`src/rtl/div_unit.sv`:
```
`default_nettype none
// ============================================================================
// div_unit -- multi-cycle RV32M DIV/DIVU/REM/REMU, restoring radix-2 divider
//             (one quotient bit per cycle plus one sign/select fix-up cycle).
// Revision: 1.0
// ============================================================================
module div_unit #(
   parameter int XLEN = 32
) (
   input  logic            clk,
   input  logic            rst_n,
   input  logic            start,
   input  logic [1:0]      Op,
   input  logic [XLEN-1:0] A,
   input  logic [XLEN-1:0] B,
   input  logic            flush,
   output logic            Busy,
   output logic            Done,
   output logic [XLEN-1:0] Result
);

   localparam int CW = $clog2(XLEN) + 1;

   localparam logic [1:0] S_IDLE = 2'd0;
   localparam logic [1:0] S_RUN  = 2'd1;
   localparam logic [1:0] S_FIX  = 2'd2;
   localparam logic [1:0] S_DONE = 2'd3;

   localparam logic [XLEN-1:0] MIN_NEG  = {1'b1, {(XLEN-1){1'b0}}};
   localparam logic [XLEN-1:0] ALL_ONES = {XLEN{1'b1}};

   logic [1:0]      state_q,    state_d;
   logic            is_rem_q,   is_rem_d;
   logic            neg_quo_q,  neg_quo_d;
   logic            neg_rem_q,  neg_rem_d;
   logic            div0_q,     div0_d;
   logic            ovf_q,      ovf_d;
   logic [XLEN-1:0] rem_q,      rem_d;
   logic [XLEN-1:0] quo_q,      quo_d;
   logic [XLEN-1:0] dvs_q,      dvs_d;
   logic [CW-1:0]   cnt_q,      cnt_d;
   logic [XLEN-1:0] result_q,   result_d;

   logic            w_accept;
   logic            w_signed;
   logic            w_a_neg;
   logic            w_b_neg;
   logic [XLEN-1:0] w_a_mag;
   logic [XLEN-1:0] w_b_mag;
   logic            w_div0;
   logic            w_ovf;
   logic [XLEN:0]   w_rem_sh;
   logic [XLEN:0]   w_trial;
   logic [XLEN-1:0] w_quo_fix;
   logic [XLEN-1:0] w_rem_fix;

   assign w_accept  = ((state_q == S_IDLE) || (state_q == S_DONE)) && start && !flush;
   assign w_signed  = ~Op[0];
   assign w_a_neg   = w_signed & A[XLEN-1];
   assign w_b_neg   = w_signed & B[XLEN-1];
   assign w_a_mag   = w_a_neg ? (~A + 1'b1) : A;
   assign w_b_mag   = w_b_neg ? (~B + 1'b1) : B;
   assign w_div0    = (B == '0);
   assign w_ovf     = w_signed && (A == MIN_NEG) && (B == ALL_ONES);

   // Partial remainder is always below the divisor, so XLEN+1 bits hold the shifted value.
   assign w_rem_sh  = {rem_q, quo_q[XLEN-1]};
   assign w_trial   = w_rem_sh - {1'b0, dvs_q};
   assign w_quo_fix = neg_quo_q ? (~quo_q + 1'b1) : quo_q;
   assign w_rem_fix = neg_rem_q ? (~rem_q + 1'b1) : rem_q;

   always_comb begin
      state_d   = state_q;
      is_rem_d  = is_rem_q;
      neg_quo_d = neg_quo_q;
      neg_rem_d = neg_rem_q;
      div0_d    = div0_q;
      ovf_d     = ovf_q;
      rem_d     = rem_q;
      quo_d     = quo_q;
      dvs_d     = dvs_q;
      cnt_d     = cnt_q;
      result_d  = result_q;

      case (state_q)
         S_RUN: begin
            if (!w_trial[XLEN]) begin
               rem_d = w_trial[XLEN-1:0];
               quo_d = {quo_q[XLEN-2:0], 1'b1};
            end else begin
               rem_d = w_rem_sh[XLEN-1:0];
               quo_d = {quo_q[XLEN-2:0], 1'b0};
            end
            cnt_d = cnt_q - CW'(1);
            if (cnt_q == CW'(1)) begin
               state_d = S_FIX;
            end
         end
         S_FIX: begin
            // On divide-by-zero quo_q carries the raw dividend for REM/REMU.
            if (div0_q) begin
               result_d = is_rem_q ? quo_q : ALL_ONES;
            end else if (ovf_q) begin
               result_d = is_rem_q ? '0 : MIN_NEG;
            end else begin
               result_d = is_rem_q ? w_rem_fix : w_quo_fix;
            end
            state_d = S_DONE;
         end
         S_DONE: begin
            state_d = S_IDLE;
         end
         default: begin
            state_d = state_q;
         end
      endcase

      if (w_accept) begin
         is_rem_d  = Op[1];
         neg_quo_d = w_a_neg ^ w_b_neg;
         neg_rem_d = w_a_neg;
         div0_d    = w_div0;
         ovf_d     = w_ovf;
         rem_d     = '0;
         quo_d     = w_div0 ? A : w_a_mag;
         dvs_d     = w_b_mag;
         cnt_d     = CW'(XLEN);
         state_d   = (w_div0 || w_ovf) ? S_FIX : S_RUN;
      end

      if (flush) begin
         state_d  = S_IDLE;
         result_d = result_q;
      end
   end

   always_ff @(posedge clk or negedge rst_n) begin
      if (!rst_n) begin
         state_q   <= S_IDLE;
         is_rem_q  <= 1'b0;
         neg_quo_q <= 1'b0;
         neg_rem_q <= 1'b0;
         div0_q    <= 1'b0;
         ovf_q     <= 1'b0;
         rem_q     <= '0;
         quo_q     <= '0;
         dvs_q     <= '0;
         cnt_q     <= '0;
         result_q  <= '0;
      end else begin
         state_q   <= state_d;
         is_rem_q  <= is_rem_d;
         neg_quo_q <= neg_quo_d;
         neg_rem_q <= neg_rem_d;
         div0_q    <= div0_d;
         ovf_q     <= ovf_d;
         rem_q     <= rem_d;
         quo_q     <= quo_d;
         dvs_q     <= dvs_d;
         cnt_q     <= cnt_d;
         result_q  <= result_d;
      end
   end

   assign Busy   = (state_q == S_RUN) || (state_q == S_FIX);
   assign Done   = (state_q == S_DONE);
   assign Result = result_q;

endmodule
`default_nettype wire

```
`config.mk`:
```
export PLATFORM = sky130hd
export DESIGN_NAME = div_unit
export DESIGN_NICKNAME = d
export VERILOG_FILES = /design/src/rtl/div_unit.sv
export SDC_FILE = /design/constraint.sdc
export NUM_CORES = 1
export LEC_CHECK = 0
export BUFFER_PORTS_ARGS = -buffer_cell sky130_fd_sc_hd__buf_4
export CAP_MARGIN = 25
export CORE_ASPECT_RATIO = 0.8
export CORE_MARGIN = 8
export CORE_UTILIZATION = 50
export DETAILED_ROUTE_END_ITERATION = 6
export PLACE_DENSITY = 0.69
export SYNTH_ARGS = -nofsm -noshare
export SYNTH_HDL_FRONTEND = slang
export SYNTH_SLANG_ARGS = --single-unit
```
`constraint.sdc`:
```
create_clock -name clk -period 4.2 [get_ports clk]
set_input_delay 0.21 -clock clk [delete_from_list [all_inputs] [get_ports clk]]
set_output_delay 0.21 -clock clk [all_outputs]
set_load 0.005 [all_outputs]
```
---- Word level (Yosys, flattened, before mapping) ----
Index checks and enable logic that the tools add are counted.
storage, ports and cells
  bits in registers ....................... 141
  latch bits .............................. 0
  memory bits (writable) .................. 0
  bits in read-only memories .............. 0
  output and inout port bits .............. 34
  memories ................................ 0
operators by class
  add/sub/neg operators ................... 6
  $mul .................................... 0
  divide/modulo/power cells ............... 0
  $lt $le $gt $ge ......................... 0
  eq/ne operators ......................... 7
  shift-type cells ........................ 0
  multiplexer cells ....................... 23
  bitwise gates (word level) .............. 9
  reduce and logical (&&, ||, !) cells .... 14
operators by type and width
  cell                     number
  $mux W32                 15
  $add A32 B1 Y32 const B  4
  $not A32 Y32             4
  $eq A32 B32 Y1 const B   2
  $sub A33 B32 Y33         1
  $logic_not A32 Y1        1
  $mux W6                  2
  $mux W2                  4
  $eq A6 B1 Y1 const B     1
  $pmux W2 S3              1
  $sub A6 B1 Y6 const B    1
  $reduce_bool A5 Y1       1
  $eq A2 B2 Y1 const B     2
  $logic_and A1 B1 Y1      4
  $ne A4 B4 Y1 const B     1
  $reduce_and A2 Y1        2
  $logic_or A1 B1 Y1       3
  $and A1 B1 Y1            2
  $eq A2 B1 Y1 const B     1
  $logic_not A2 Y1         1
  $not A1 Y1               2
  $reduce_bool A2 Y1       1
  $logic_not A1 Y1         1
  $mux W1                  1
  $xor A1 B1 Y1            1

---- Logic depth before layout (Yosys ltp) ----
  word-level depth ........................ 7
  mapped depth ............................ 14

---- Least setup slack after synthesis ----
Ideal clock, no wire load.
  path type ............................... reg2reg
  from .................................... reg quo_q[1]
  to ...................................... reg result_q[24] (netlist: Result[24])
  data arrival time ....................... 3397 ps
  required time ........................... 4070 ps
  slack ................................... 673 ps
  cell stages (with the launch flop) ...... 13
  clock period less this slack ............ 3527 ps
  path through ............................ dfrtp_1 inv_1 ha_1 or3b_2 or4_4 or4_1 or3_1 or4_4 o21ai_1 xor2_1 a21oi_1 o22ai_1 o21ai_1
on the way
  cells in the longest elaborated chain, start to end .. 6
ends and longest elaborated chain
  element                 RTL line  RTL
  from (decl)             39        logic [XLEN-1:0] quo_q, quo_d;
  from (signal assigned)  158       quo_q <= quo_d;
  $not A32 Y32            69        assign w_quo_fix = neg_quo_q ? (~quo_q + 1'b1) : quo_q;
  $add A32 B1 Y32         69
  $mux W32                69
  $mux W32                106       result_d = is_rem_q ? w_rem_fix : w_quo_fix;
  $mux W32                103       end else if (ovf_q) begin
  $mux W32                101       if (div0_q) begin
  to (signal assigned)    161       result_q <= result_d;
  to (decl)               42        logic [XLEN-1:0] result_q, result_d;
No other way between the ends.
A chain may end at the register's enable or synchronous reset.

---- Worst setup path in the final report ----
Ends and elaborated chain as after synthesis.

==> out/qor.csv <==
metric;value;unit
CTS tree;built;
postcts setup bufs;0;
Hold Crit Class;input port to register;
Clock Root Buffer;clkbuf_16;
Slew @ Worst Pin;0.929;ns
WP data arrival;4.19;ns
Max Buffers Root-to-Sink;2;
worst hold stages;2;
worst endpoint required time;4.50;ns
port bufs;103;
Crit. End Element;register;
first-pass GRT wire length;53500;um
reg2reg path depth;12;
Post-CTS Resized;0;
final worst-path setup slack;0.317;ns
number of diodes;0;
hold worst-path end;neg_quo_q$_DFFE_PN0P_;
placement row count;48;
EDFF count, synth;0;
GRT Total Usage;24.6;%
Static Leakage;5.27;nW
Mapped Nets;1497;
Final GP Congestion;0.930;
crit-path cells;inv_1 -> ha_1 -> or3b_2 -> or4_4 -> or4_1 -> or3_1 -> or4_4 -> o21ai_1 -> xor2_1 -> a21oi_1 -> o22ai_1 -> o21ai_1;
WP buf/inv;1;
clock skew;0.0107;ns
leading cell types in the layout, fill and taps excluded;nand2_1, o21ai_0, dfrtp_1;
Starting Density;50.8;%
crit path max fanout;5;
share of cells above drive strength 1;11.8;%
Syn-to-layout area delta;15.4;%
drt pass-1 iters;7;
R2R Setup Slk;0.32;ns
nets;1572;
Mapped Cells;1383;
r2r endpoint;Result[24]$_DFFE_PN0P_;
clock transition at the registers of the reported paths;0.06;ns
Vias/cell;6.03;
Tmin final;3.88;ns
Post-CTS Hold Buffers;2;
Die Ht;148;um
core area;21500;um2
Seq cells post-synth;141;
Critical-path top delay cell;or4_4;
Post-DRT Antenna Nets;0;
total negative setup slack;0;ns
Final setup viols;0;
crit share post-route;92.4;%
GRT overflow;0;
worst IR drop on VDD;0.530;mV
post-synthesis sequential area ratio;32.3;%
WL/cell;18.9;um
dpl hpwl;24800;um
initial antenna violation count;0;
Post-DP Area;12000;um2
asr flop ratio synth;100;%
Iteration-0 DRC Markers;1036;
# H-tree levels;4;
I/O pin total;104;
Finished Cell Area;12600;um2
Syn Area/Cell;7.90;um2
Worst R2R Start;quo_q[1]$_DFFE_PN0P_;
DRC Markers;0;
pre-CTS worst setup slack;0.391;ns
final WL;33100;um
Worst Hold Slack;0.0178;ns
CP delay by family, top;simple AND/OR/NAND/NOR gates;
number of global-route vias before repair;9920;
clk sinks;141;
Max-slew headroom;38.1;%
Worst-Skew Late Latency;0.44;ns
largest net degree at the start of global routing;94;
Setup crit start kind;register;
Cell Area, Synth;10900;um2
Yosys warnings;0;
Final Max Slew Viols;0;
RSZ-0062 raised after global routing;false;
Num CTS Buffers;17;
hold_sp;Op[0];
Final Hold Fails;0;
DIE WIDTH;181;um
crit path kind;register to register;
Fmax achieved;258;MHz
Die Area;26900;um2
Power Density;911;nW/um2
Main synth FF type;dfrtp_1;
Synth cell types;60;
Max-Cap Viols;0;
status;finished, final reports clean;
via count of the routed design;10500;
most common cell after layout, fill and taps aside;nand2_1;
Max stage delay on crit path;0.56;ns
==> worst reg2reg max path, delay by kind of cell (launching register included) <==
kind,cells,cell delay [ns]
AND/OR/NAND/NOR,5,2.38
AO/OA/AOI/OAI,4,0.53
flip-flops,1,0.41
adder cells (fa/ha/maj),1,0.17
XOR/XNOR,1,0.16
buffers and inverters,1,0.11
==> routing by layer <==
| metal | vias up | GRT usage, % | wire, um |
|---|---|---|---|
| met2 | 426 | 34.6 | 13500 |
| met5 | - | 0 | 0 |
| met1 | 4932 | 37.3 | 16300 |
| li1 | 5121 | - | - |
| met4 | 0 | 6.96 | 560 |
| met3 | 42 | 4.85 | 2720 |
==> layout make-up <==
cell class,instances,area (um2)
well taps,275,344
fillers,2018,8890
inverters,61,229
multi-input cells,1109,6920
clock inverters,12,134
clock buffers,20,457
flip-flops and latches,141,3530
repair buffers,128,995
==> logic make-up (layout without fill, tap and decap cells) <==
logic type                 count (synthesis)  count (layout)  share of synthesized area, %
and+or+nand+nor                          427             427                          18.3
muxes                                     52              52                          4.79
xor gates and xnor gates                 133             133                          10.7
buffers and inverters                    133             221                          4.61
AOI/OAI and AO/OA                        453             453                          24.3
DFF                                      141             141                          32.3
adders and majority gates                 44              44                          5.11
==> worst max path at each step <==
| stage | startpoint | to | slack, ns | depth (start not counted) |
|---|---|---|---|---|
| 2_1_floorplan | quo_q[1]$_DFFE_PN0P_ | Result[24]$_DFFE_PN0P_ | 0.67 | 12 |
| 3_3_place_gp | quo_q[1]$_DFFE_PN0P_ | Result[24]$_DFFE_PN0P_ | 0.48 | 12 |
| 4_1_cts | quo_q[1]$_DFFE_PN0P_ | Result[24]$_DFFE_PN0P_ | 0.35 | 12 |
| 6_report | quo_q[1]$_DFFE_PN0P_ | Result[24]$_DFFE_PN0P_ | 0.32 | 12 |
| 3_5_place_dp | quo_q[1]$_DFFE_PN0P_ | Result[24]$_DFFE_PN0P_ | 0.39 | 12 |
| 5_1_grt | quo_q[1]$_DFFE_PN0P_ | Result[24]$_DFFE_PN0P_ | 0.19 | 12 |
==> stage by stage <==
| stage | cells | power, mW | util [%] |
|---|---|---|---|
| floorplan | 1383 | 7.80 | - |
| global placement | 1711 | 9.68 | 55.7 |
| detailed placement | 1711 | 9.82 | 55.7 |
| CTS | 1745 | 11.4 | 58.6 |
| global route | 1746 | 12.5 | 58.7 |
| finish | 1746 | 11.5 | 58.7 |
==> power breakdown <==
| part | switching, mW | internal, mW |
|---|---|---|
| logic | 3.91 | 3.10 |
| clock network | 0.635 | 0.910 |
| registers | 0.928 | 2.01 |
==> state kept, by name (all words and copies together) (netlist names), 2 cells and up <==
name	cells
Result	32
rem_q	32
cnt_q	6
state_q	2
quo_q	32
dvs_q	32
==> synth_stat cells, drive strengths merged, types with 4 or more instances <==
cell	count	area, um2
nand2	182	683
o21ai	179	903
dfrtp	141	3530
a21oi	127	636
xnor2	101	885
nor2	83	312
clkbuf	65	244
inv	59	221
mux2i	50	500
ha	43	538
nor3	36	180
o31ai	36	270
xor2	32	280
a211oi	20	150
nor2b	17	106
a31oi	16	100
or3	16	100
or4	16	131
nand3	15	75.1
o22ai	15	93.8
nand2b	13	81.3
nand4	12	75.1
o211ai	12	90.1
nor4	11	68.8
o41ai	9	78.8
buf	7	31.3
nor3b	7	52.6
a21o	6	45.0
and3	6	37.5
o21a	6	45.0
a41oi	5	43.8
a221oi	4	35.0
Note: power is estimated with default switching activity, not from simulation.
